===== src/rtl/if_fetch_pkg.sv =====
// Shared IF-stage definitions: FSM states and fixed instruction/word constants.
package if_fetch_pkg;

    typedef enum logic [2:0] {
        S_IDLE  = 3'd0,
        S_REQ   = 3'd1,
        S_RECV  = 3'd2,
        S_DONE  = 3'd3,
        S_DRAIN = 3'd4
    } fetch_state_t;

    // addi x0,x0,0
    localparam logic [31:0] NOP_WORD  = 32'h0000_0013;
    localparam logic [31:0] ZERO_WORD = 32'h0000_0000;

endpackage


===== src/rtl/if_fetch.sv =====
// IF stage: owns the PC, fetches one instruction as four byte reads through the
// byte-wide memory controller and holds it for the IF/ID register until accepted.
module if_fetch
    import if_fetch_pkg::*;
#(
    parameter logic [31:0] RESET_PC = 32'h0000_0000,
    parameter logic [31:0] NOP_INST = NOP_WORD
) (
    input  logic        clk_in,
    input  logic        rst_n,
    input  logic        pcreg_stall,
    input  logic        jump_en,
    input  logic [31:0] jump_addr,
    output logic        mem_req,
    output logic [31:0] mem_addr,
    input  logic        mem_gnt,
    input  logic        mem_byte_valid,
    input  logic [7:0]  mem_byte,
    output logic        if_stall,
    output logic        inst_valid,
    output logic [31:0] inst,
    output logic [31:0] inst_pc
);

    fetch_state_t state;
    logic [31:0]  pc;
    logic [1:0]   cnt;
    logic [31:0]  asm_word;

    // cnt counts bytes of the single outstanding transfer, both while assembling
    // (S_RECV) and while discarding a killed transfer (S_DRAIN); cnt==3 is the last byte.
    // A redirect never writes asm_word, so drained bytes cannot leak into inst.
    always_ff @(posedge clk_in or negedge rst_n) begin
        if (!rst_n) begin
            state    <= S_IDLE;
            pc       <= RESET_PC;
            cnt      <= '0;
            asm_word <= NOP_INST;
            inst_pc  <= ZERO_WORD;
        end else if (jump_en) begin
            pc <= jump_addr & ~32'h0000_0003;
            case (state)
                S_IDLE: state <= S_REQ;
                S_REQ: begin
                    if (mem_gnt) begin
                        state <= S_DRAIN;
                        cnt   <= '0;
                    end
                end
                S_RECV, S_DRAIN: begin
                    if (mem_byte_valid) begin
                        state <= (cnt == 2'd3) ? S_REQ : S_DRAIN;
                        cnt   <= cnt + 2'd1;
                    end else begin
                        state <= S_DRAIN;
                    end
                end
                S_DONE:  state <= S_REQ;
                default: state <= S_IDLE;
            endcase
        end else begin
            case (state)
                S_IDLE: state <= S_REQ;
                S_REQ: begin
                    if (mem_gnt) begin
                        state <= S_RECV;
                        cnt   <= '0;
                    end
                end
                S_RECV: begin
                    if (mem_byte_valid) begin
                        asm_word[{cnt, 3'b000} +: 8] <= mem_byte;
                        cnt <= cnt + 2'd1;
                        if (cnt == 2'd3) begin
                            state   <= S_DONE;
                            inst_pc <= pc;
                        end
                    end
                end
                S_DONE: begin
                    if (!pcreg_stall) begin
                        pc    <= pc + 32'd4;
                        state <= S_REQ;
                    end
                end
                S_DRAIN: begin
                    if (mem_byte_valid) begin
                        cnt <= cnt + 2'd1;
                        if (cnt == 2'd3) state <= S_REQ;
                    end
                end
                default: state <= S_IDLE;
            endcase
        end
    end

    // Outputs decoded from the registered state only
    assign mem_req    = (state == S_REQ);
    assign mem_addr   = mem_req ? pc : ZERO_WORD;
    assign if_stall   = (state != S_DONE);
    assign inst_valid = (state == S_DONE);
    assign inst       = inst_valid ? asm_word : NOP_INST;

endmodule


===== config.mk =====
export PLATFORM = sky130hd
export DESIGN_NAME = if_fetch
export DESIGN_NICKNAME = d
export VERILOG_FILES = /design/src/rtl/if_fetch_pkg.sv /design/src/rtl/if_fetch.sv
export SDC_FILE = /design/constraint.sdc
export NUM_CORES = 1
export LEC_CHECK = 0
export BUFFER_PORTS_ARGS = -buffer_cell sky130_fd_sc_hd__buf_4
export CORE_MARGIN = 5
export CORE_UTILIZATION = 35
export CTS_CLUSTER_SIZE = 12
export DETAILED_ROUTE_END_ITERATION = 12
export GPL_ROUTABILITY_DRIVEN = 0
export PLACE_DENSITY_LB_ADDON = 0.12
export SYNTH_ARGS = -nofsm -noshare
export SYNTH_HDL_FRONTEND = slang
export SYNTH_SLANG_ARGS = --single-unit

===== constraint.sdc =====
create_clock -name clk_in -period 4.4 [get_ports clk_in]
set_input_delay 0.22 -clock clk_in [delete_from_list [all_inputs] [get_ports clk_in]]
set_output_delay 0.22 -clock clk_in [all_outputs]
set_load 0.05 [all_outputs]

---- Word-level counts from Yosys, hierarchy flattened ----
Index checks and enable logic that the tools add are counted.
cells by class
  add/subtract/negate cells ............... 3
  eq/ne operators ......................... 14
  shifts and indexed selects .............. 2
  mux-type cells .......................... 21
  bitwise logic cells ..................... 1
  reductions and logical operators ........ 10
operator list
  cell                      count
  $mux W32                  5
  $add A32 B3 Y32 const B   1
  $bwmux W32                1
  $shift A8 B7 Y32 const A  1
  $shiftx A8 B7 Y32         1
  $mux W3                   10
  $ne A3 B3 Y1 const B      5
  $pmux W3 S5               1
  $pmux W3 S3               1
  $neg A5 Y7                1
  $eq A3 B2 Y1 const B      2
  $ne A2 B1 Y1 const B      3
  $reduce_and A3 Y1         2
  $reduce_and A6 Y1         1
  $mux W2                   2
  $pmux W2 S2               1
  $reduce_and A4 Y1         1
  $reduce_bool A2 Y1        2
  $reduce_or A2 Y1          2
  $eq A3 B1 Y1 const B      1
  $eq A3 B3 Y1 const B      1
  $logic_not A3 Y1          1
  $ne A3 B2 Y1 const B      1
  $add A2 B1 Y2 const B     1
  other kinds (3)           3
word-level totals
  flip-flop bits (word level) ............. 101
  bits of input ports ..................... 46
  output and inout bits ................... 99
  logic and storage cells ................. 56

---- Longest topological paths before layout ----
Gate-level depths: netlist (run 1).
  depth after elaboration ................. 5
  mapped depth ............................ 8
  gate-level depth less buffers ........... 6

---- Worst setup path after synthesis (run 1) ----
Ideal clock, no wire load.
  path kind ............................... reg2out
  from .................................... register state[2]
  to ...................................... output inst[22]
  arrival time ............................ 3,213 ps
  required time ........................... 4,180 ps
  setup slack ............................. 967 ps
  cell stages (with the launch flop) ...... 6
  buffers on the path ..................... 2
  path through ............................ dfrtp_1 -> clkbuf_1 -> nor3_1 -> inv_1 -> clkbuf_1 -> nor2_1
between the ends
  longest elaborated chain between the ends .. 2
RTL lines
  what                    RTL line         source
  from (decl)             if_fetch.sv:25   fetch_state_t state;
  from (signal assigned)  if_fetch.sv:52   state <= (cnt == 2'd3) ? S_REQ : S_DRAIN;
  $eq A3 B2 Y1            if_fetch.sv:101  assign inst_valid = (state == S_DONE);
  net inst_valid          if_fetch.sv:20   output logic inst_valid,
  $mux W32                if_fetch.sv:102  assign inst = inst_valid ? asm_word : NOP_INST;
  to (decl)               if_fetch.sv:21   output logic [31:0] inst,
The timed path passes the listed nets, and every way through them passes these cells.

---- Final worst setup path (run 1) ----
  from .................................... register state[1]
  to ...................................... output inst[20]
between the ends
  longest elaborated chain between the ends .. 2
RTL lines
  what          RTL line
  $eq A3 B2 Y1  if_fetch.sv:101
  $mux W32      if_fetch.sv:102
Every way passes these cells.

==> results by group, run 1 <==
Layout
  – Final Cell Area: 6540 µm²
  – Area of the multi-input gates: 2280 µm²
  – Layout cells sized above 1: 0.297
  – Reg area: 2430 µm²
  – Antenna fix cells: 0
  – Layout Nets: 697
  – Area delta synth->final: 30.9%
  – Filler cells: 1374

Global route
  – Vias in the first global route: 4121
  – First-pass GRT wire length: 21.2 mm
  – Largest net degree at the start of global routing: 53
  – All-layer global routing usage: 0.160
  – Initial antenna violation count: 0
  – Grt ovf: 0

Setup path
  – Crit-path max FO: 30
  – Crit start category: register
  – Critical path endpoint category: output port
  – Worst path max stage delay: 0.58 ns
  – CP max-delay cell: inv_1
  – CP most frequent cell: inv_1
  – CP Data Required Time: 4.18 ns
  – CP Cell Sequence: inv_1, nor3_1, inv_1, nor2_1, buf_4
  – CP Class: register to output port
  – Crit path arrival time: 2.60 ns

Yosys
  – Post-synth EDFFs: 0
  – Share of the yosys chip area belonging to registers: 0.487
  – Ys flop type: dfrtp_1
  – Post-synthesis cell area: 4990 µm²
  – YS warnings: 0
  – Post-synth top area share: 0.471
  – Post-synth ARST share: 1.00
  – Synth unique cells: 40
  – Post-synth top area cell: dfrtp_1
  – Gate Count Post-Synth: 520
  – Synth area leaders: dfrtp_1, mux2_2, mux2i_1
  – Mean Syn Cell Area: 9.61 µm²
  – Post-synthesis register bit count: 97

Detailed routing
  – Antenna violation net count after detailed routing: 0
  – DR WL/cell: 15.9 µm
  – Vias/cell: 4.97
  – Initial DRC count: 234
  – Aggregate routed wire length: 13.2 mm
  – Via Count: 4128
  – # DRC: 0
  – Initial DRT Pass Iterations: 4

Clocking
  – Clk root buf: clkbuf_16
  – Worst-path clk slew: 0.07 ns
  – Post-cts sizing count: 0
  – CTS H-Tree Depth: 3
  – Inserted Clock Buffers: 9
  – CTS max path bufs: 2
  – CTS sink cnt: 97
  – CTS tree: done
  – Post-CTS Setup Repair Bufs: 0
  – Clock Latency Late Sink: 0.35 ns

Place
  – Post-DP Area: 6160 µm²
  – Post-DP HPWL: 9.28 mm
  – IO Port Bufs: 138

Floorplanning
  – Die width: 129 µm
  – Ports: 145
  – CORE AREA: 13900 µm²
  – Starting Density: 0.358
  – Die Area: 16800 µm²
  – Floorplan row count: 43
  – Die height: 129 µm

Power and ir drop
  – Leak: 3.44 nW
  – Pwr Density: 582 nW/µm²
  – IR drop worst, VDD: 0.270 mV

Timing
  – Fin crit share: 0.640
  – Final setup violation count: 0
  – Slew Limit Fails: 0
  – Min Clock Period, post-route: 2.82 ns
  – Clock skew: 0.00780 ns
  – Slew HR: 0.245
  – Fmax: 355 MHz
  – Setup tns final: 0 ns
  – Worst-Margin Slew: 1.13 ns
  – RSZ-0062 raised after global routing: false
  – Final Hold Viols: 0

Min path
  – Hold crit path type: input pin to register

Job
  – Max Cap Viol: 0

Run status
  – Status: completed
-- worst max-delay path: cells and delay by family, from the launching register on --
family,cells,cell delay [ns]
flops,1,0.47
buf+inv,3,0.96
simple gates,2,0.81
-- area by class of cell --
class                   instances  share of cell area
clock inverters                 5              0.0195
well taps                     180              0.0344
repair buffers                142               0.163
inverters                      42              0.0241
flip-flops and latches         97               0.372
multi-input cells             353               0.349
clock buffers                  11              0.0371
-- registers in the layout (all words and copies together), names as in the netlist --
name	cells
asm_word	32
state	3
cnt	2
inst_pc	30
pc	30
-- worst paths after layout --
kind | startpoint | to | slack (ns) | cells past startpoint
max in group asynchronous | rst_n | pc[21]$_DFFE_PN0P_ | 2.85 | 3
hold reg to reg | asm_word[4]$_DFFE_PN1P_ | asm_word[4]$_DFFE_PN1P_ | 0.49 | 2
hold / removal | jump_addr[14] | pc[14]$_DFFE_PN0P_ | 0.08 | 3
setup / recovery | state[1]$_DFFE_PN0P_ | inst[20] | 1.58 | 5
min in group asynchronous | rst_n | asm_word[5]$_DFFE_PN0P_ | 0.46 | 2
setup reg to reg | state[2]$_DFFE_PN0P_ | pc[22]$_DFFE_PN0P_ | 1.76 | 5
-- synth_stat cells, drive strengths merged (15+ instances only) --
| cell type | n |
|---|---|
| and2 | 32 |
| or4 | 19 |
| o31ai | 16 |
| mux2 | 30 |
| a31oi | 18 |
| clkbuf | 19 |
| nor2 | 49 |
| mux2i | 33 |
| o21ai | 15 |
| nand2 | 67 |
| dfrtp | 94 |
| inv | 42 |
-- cell families after synthesis --
family	Yosys count	synth area share
and+or+nand+nor	212	0.212
DFF	97	0.487
buffers and inverters	73	0.0609
muxes	63	0.134
AOI/OAI and AO/OA	58	0.0736
xor gates and xnor gates	10	0.0175
adders and majority gates	6	0.0150
other	1	0.000751
-- per-layer routing --
metal | routed length (µm) | global-route usage | vias to the layer above
met5 | 0 | 0 | -
met4 | 252 | 0.0648 | 0
met3 | 1020 | 0.0515 | 15
met2 | 6040 | 0.252 | 111
met1 | 5860 | 0.205 | 1986
li1 | - | - | 2016
-- what timing repair did --
action,in CTS,in global routing
endpoints found under the hold margin,48,0
endpoints found under the setup margin,0,0
hold buffers,1,0
-- metrics by stage --
| step | utilization | hold slack, ns | cells | power [mW] | setup WS (ns) |
|---|---|---|---|---|---|
| after CTS | 0.469 | 0.0617 | 830 | 3.85 | 1.53 |
| final | 0.469 | 0.0760 | 830 | 3.80 | 1.58 |
| after floorplan | - | -0.0756 | 523 | 2.34 | 0.967 |
| after global routing | 0.469 | 0.0680 | 830 | 4.00 | 1.31 |
| after detailed placement | 0.442 | 0.321 | 813 | 2.86 | 1.77 |
| after global placement | 0.442 | 0.323 | 813 | 2.84 | 1.89 |
-- cells in the final DEF (no fill, tap or decap), drive strengths merged, types with 6 or more instances in the layout --
cell,count
dfrtp,94
ha,6
or4,19
nand4,10
xor2,7
inv,42
a31oi,18
mux2i,33
and3,7
o21ai,15
nand2,67
and2,32
nor2,49
mux2,30
buf,141
clkbuf,11
nand3,14
o31ai,16
-- report_power, final --
| part | leakage (nW) | internal, mW | switching (mW) |
|---|---|---|---|
| clock network | 0.176 | 0.629 | 0.347 |
| logic | 2.13 | 0.506 | 1.18 |
| registers | 1.13 | 1.03 | 0.106 |
Note: power is estimated with default switching activity, not from simulation.
==> run 2, diff against run 1 <==
- clock period: 4.4 -> 2.9 ns (I/O delays scaled with it)
==> run 2 against run 1 <==
Against the previous run: the flow now finishes with violations (hold timing); largest power group unchanged; combinational power up 53%; sequential share of layout area down 0.092 points; global-route usage up 0.50 points; count of clock-buffer cells in the layout unchanged; final area up 0.25%; clock power up 15%; clock skew up 0.0019 ns.
==> results by group, run 2 (synthesized netlist as in run 1, its figures left out) <==
Layout
  – Area of the multi-input gates: 2290 µm² (+0.22%)
  – Reg area: 2430 µm² (unchanged)
  – Most common cell after layout, fill and taps aside: buf_4
  – Filler cells: 1373 (-0.073%)
  – Antenna fix cells: 0 (unchanged)
  – Area delta synth->final: 31.2%
  – Number of flip-flops in the largest register: 32 (unchanged)
  – Biggest regs: asm_word x32, inst_pc x30, pc x30
  – Layout cells sized above 1: 0.304 (+0.00729)
  – Final design utilization: 0.470 (+0.00117)
  – Layout Nets: 711 (+2.0%)
  – Commonest non-fill, non-tap cells in the layout: buf_4, dfrtp_1, nand2_1
  – Biggest register: asm_word

Clocking
  – Post-CTS Setup Repair Bufs: 0 (unchanged)
  – CTS H-Tree Depth: 3 (unchanged)
  – Post-cts sizing count: 0 (unchanged)
  – CTS sink cnt: 97 (unchanged)
  – Hold_buf cts: 6 (+5)
  – CTS tree: done
  – Clock Latency Late Sink: 0.35 ns (about the same)
  – Worst-path clk slew: 0.07 ns (about the same)
  – Inserted Clock Buffers: 9 (unchanged)
  – CTS max path bufs: 2 (unchanged)
  – Clk root buf: clkbuf_16

Power and ir drop
  – Pwr Density: 828 nW/µm² (+42%)
  – IR drop worst, VDD: 0.547 mV (+100%)
  – Leak: 3.45 nW (+0.52%)
  – Switching power: 2.49 mW (+52%)
  – Net Sw Frac: 0.459 (+0.0296)
  – Int Power: 2.94 mW (+35%)
  – Combinational fraction of design power: 0.475 (+0.032)
  – Clk pwr share: 0.206 (-0.051)
  – Sequential power share: 0.319 (+0.019)

Setup path
  – Crit-path max FO: 30 (unchanged)
  – Reg-to-reg endpoint: pc[31]$_DFFE_PN0P_
  – CP max-delay cell: dfrtp_1
  – Worst path max stage delay: 0.47 ns (-0.11 ns)
  – CP most frequent cell: inv_1
  – Worst reg2reg path depth: 4 (-1)
  – Crit start category: register
  – Worst R2R Start: pc[4]$_DFFE_PN0P_
  – CP Class: register to output port
  – Reg2Reg Setup Slack: 0.54 ns (-1.22 ns)
  – Critical path endpoint category: output port
  – Crit path arrival time: 2.34 ns (-0.26 ns)
  – CP Cell Sequence: inv_1, nor3_2, inv_1, nor2_1, buf_4
  – CP Data Required Time: 2.76 ns (-1.42 ns)

Global route
  – Grt ovf: 0 (unchanged)
  – Initial antenna violation count: 0 (unchanged)
  – First-pass GRT wire length: 21.8 mm (+2.9%)
  – All-layer global routing usage: 0.165 (+0.00497)
  – Largest net degree at the start of global routing: 78 (+47%)
  – Vias in the first global route: 4290 (+4.1%)

Detailed routing
  – Vias/cell: 4.98 (+0.22%)
  – Aggregate routed wire length: 13.4 mm (+1.4%)
  – Initial DRT Pass Iterations: 4 (unchanged)
  – Via Count: 4207 (+1.9%)
  – Initial DRC count: 256 (+9.4%)
  – # DRC: 0 (unchanged)
  – DR WL/cell: 15.8 µm (-0.28%)
  – Antenna violation net count after detailed routing: 0 (unchanged)

Job
  – Max Cap Viol: 0 (unchanged)

Timing
  – Hold slack final: -0.0490 ns (-0.125 ns)
  – Slew HR: 0.332 (+0.0868)
  – Final setup violation count: 0 (unchanged)
  – Min Clock Period, post-route: 2.48 ns
  – Final Hold Viols: 54 (+54)
  – Worst-Margin Slew: 1.00 ns (-0.129 ns)
  – Fmax: 403 MHz
  – Setup tns final: 0 ns (unchanged)
  – Slew Limit Fails: 0 (unchanged)
  – RSZ-0062 raised after global routing: false
  – Clock skew: 0.00970 ns (+0.00190 ns)
  – Fin crit share: 0.857

Min path
  – Hold crit path type: input pin to async pin

Floorplanning
  – Die Area: 16800 µm² (unchanged)
  – Starting Density: 0.358 (unchanged)
  – Floorplan row count: 43 (unchanged)
  – Die height: 129 µm (unchanged)
  – CORE AREA: 13900 µm² (unchanged)
  – Ports: 145 (unchanged)
  – Die width: 129 µm (unchanged)

Run status
  – Status: finished, violations left
  – Failing checks: hold timing

Place
  – Post-DP HPWL: 9.72 mm (+4.7%)
  – IO Port Bufs: 138 (unchanged)
## run 2: changes by cell type in the layout (fill, tap and decap cells not counted), sizes merged
cell / delta
inv: +1
buf: +9
dlygate4sd3: +5
clkinv: +3
bufinv: -4
## run 2: stage by stage
| step | worst slack (ns) | power [mW] | instance area, µm² | instances |
|---|---|---|---|---|
| 2_1_floorplan | 0.102 | 3.55 | 5010 | 523 |
| 3_3_place_gp | 0.634 | 4.33 | 6230 | 822 |
| 3_5_place_dp | 0.573 | 4.37 | 6230 | 822 |
| 4_1_cts | 0.349 | 5.50 | 6550 | 844 |
| 5_1_grt | 0.115 | 5.74 | 6550 | 844 |
| 6_report | 0.416 | 5.42 | 6550 | 844 |
## run 2: metal layers
metal  share of wire  GRT usage  up-vias
met5               0          0        -
met4           0.015     0.0581        0
met3           0.068     0.0408       11
met2            0.48      0.270      108
met1            0.44      0.214     2047
li1                -          -     2041
## run 2: area by class of cell
type                    instances  share of cell area
well taps                     180              0.0344
clock inverters                 5             0.00477
repair buffers                156               0.181
inverters                      42              0.0241
clock buffers                  11              0.0355
multi-input cells             353               0.349
flip-flops and latches         97               0.371
## run 2: power by group through the flow
stage                     sequential [mW]  clock, mW  combinational, mW
after detailed placement             1.76          0               2.61
final                                1.73       1.12               2.58
after global routing                 1.77       1.20               2.77
after floorplan                      1.76          0               1.79
after global placement               1.75          0               2.58
after CTS                            1.73       1.14               2.62
## run 2: critical path: cells and delay by family, from the launching register on
family | cells | cell delay (ns)
buffers and inverters | 3 | 0.87
flip-flops | 1 | 0.47
AND/OR/NAND/NOR | 2 | 0.64
## run 2: worst max-delay path by stage
stage | startpoint | endpoint | slack [ns] | cells past startpoint
finish | state[1]$_DFFE_PN0P_ | inst[24] | 0.42 | 5
floorplan | state[2]$_DFFE_PN0P_ | inst[22] | 0.10 | 5
CTS | state[1]$_DFFE_PN0P_ | inst[24] | 0.35 | 5
detailed placement | pc[4]$_DFFE_PN0P_ | pc[31]$_DFFE_PN0P_ | 0.57 | 4
global placement | pc[4]$_DFFE_PN0P_ | pc[31]$_DFFE_PN0P_ | 0.63 | 4
global route | state[1]$_DFFE_PN0P_ | inst[24] | 0.11 | 5
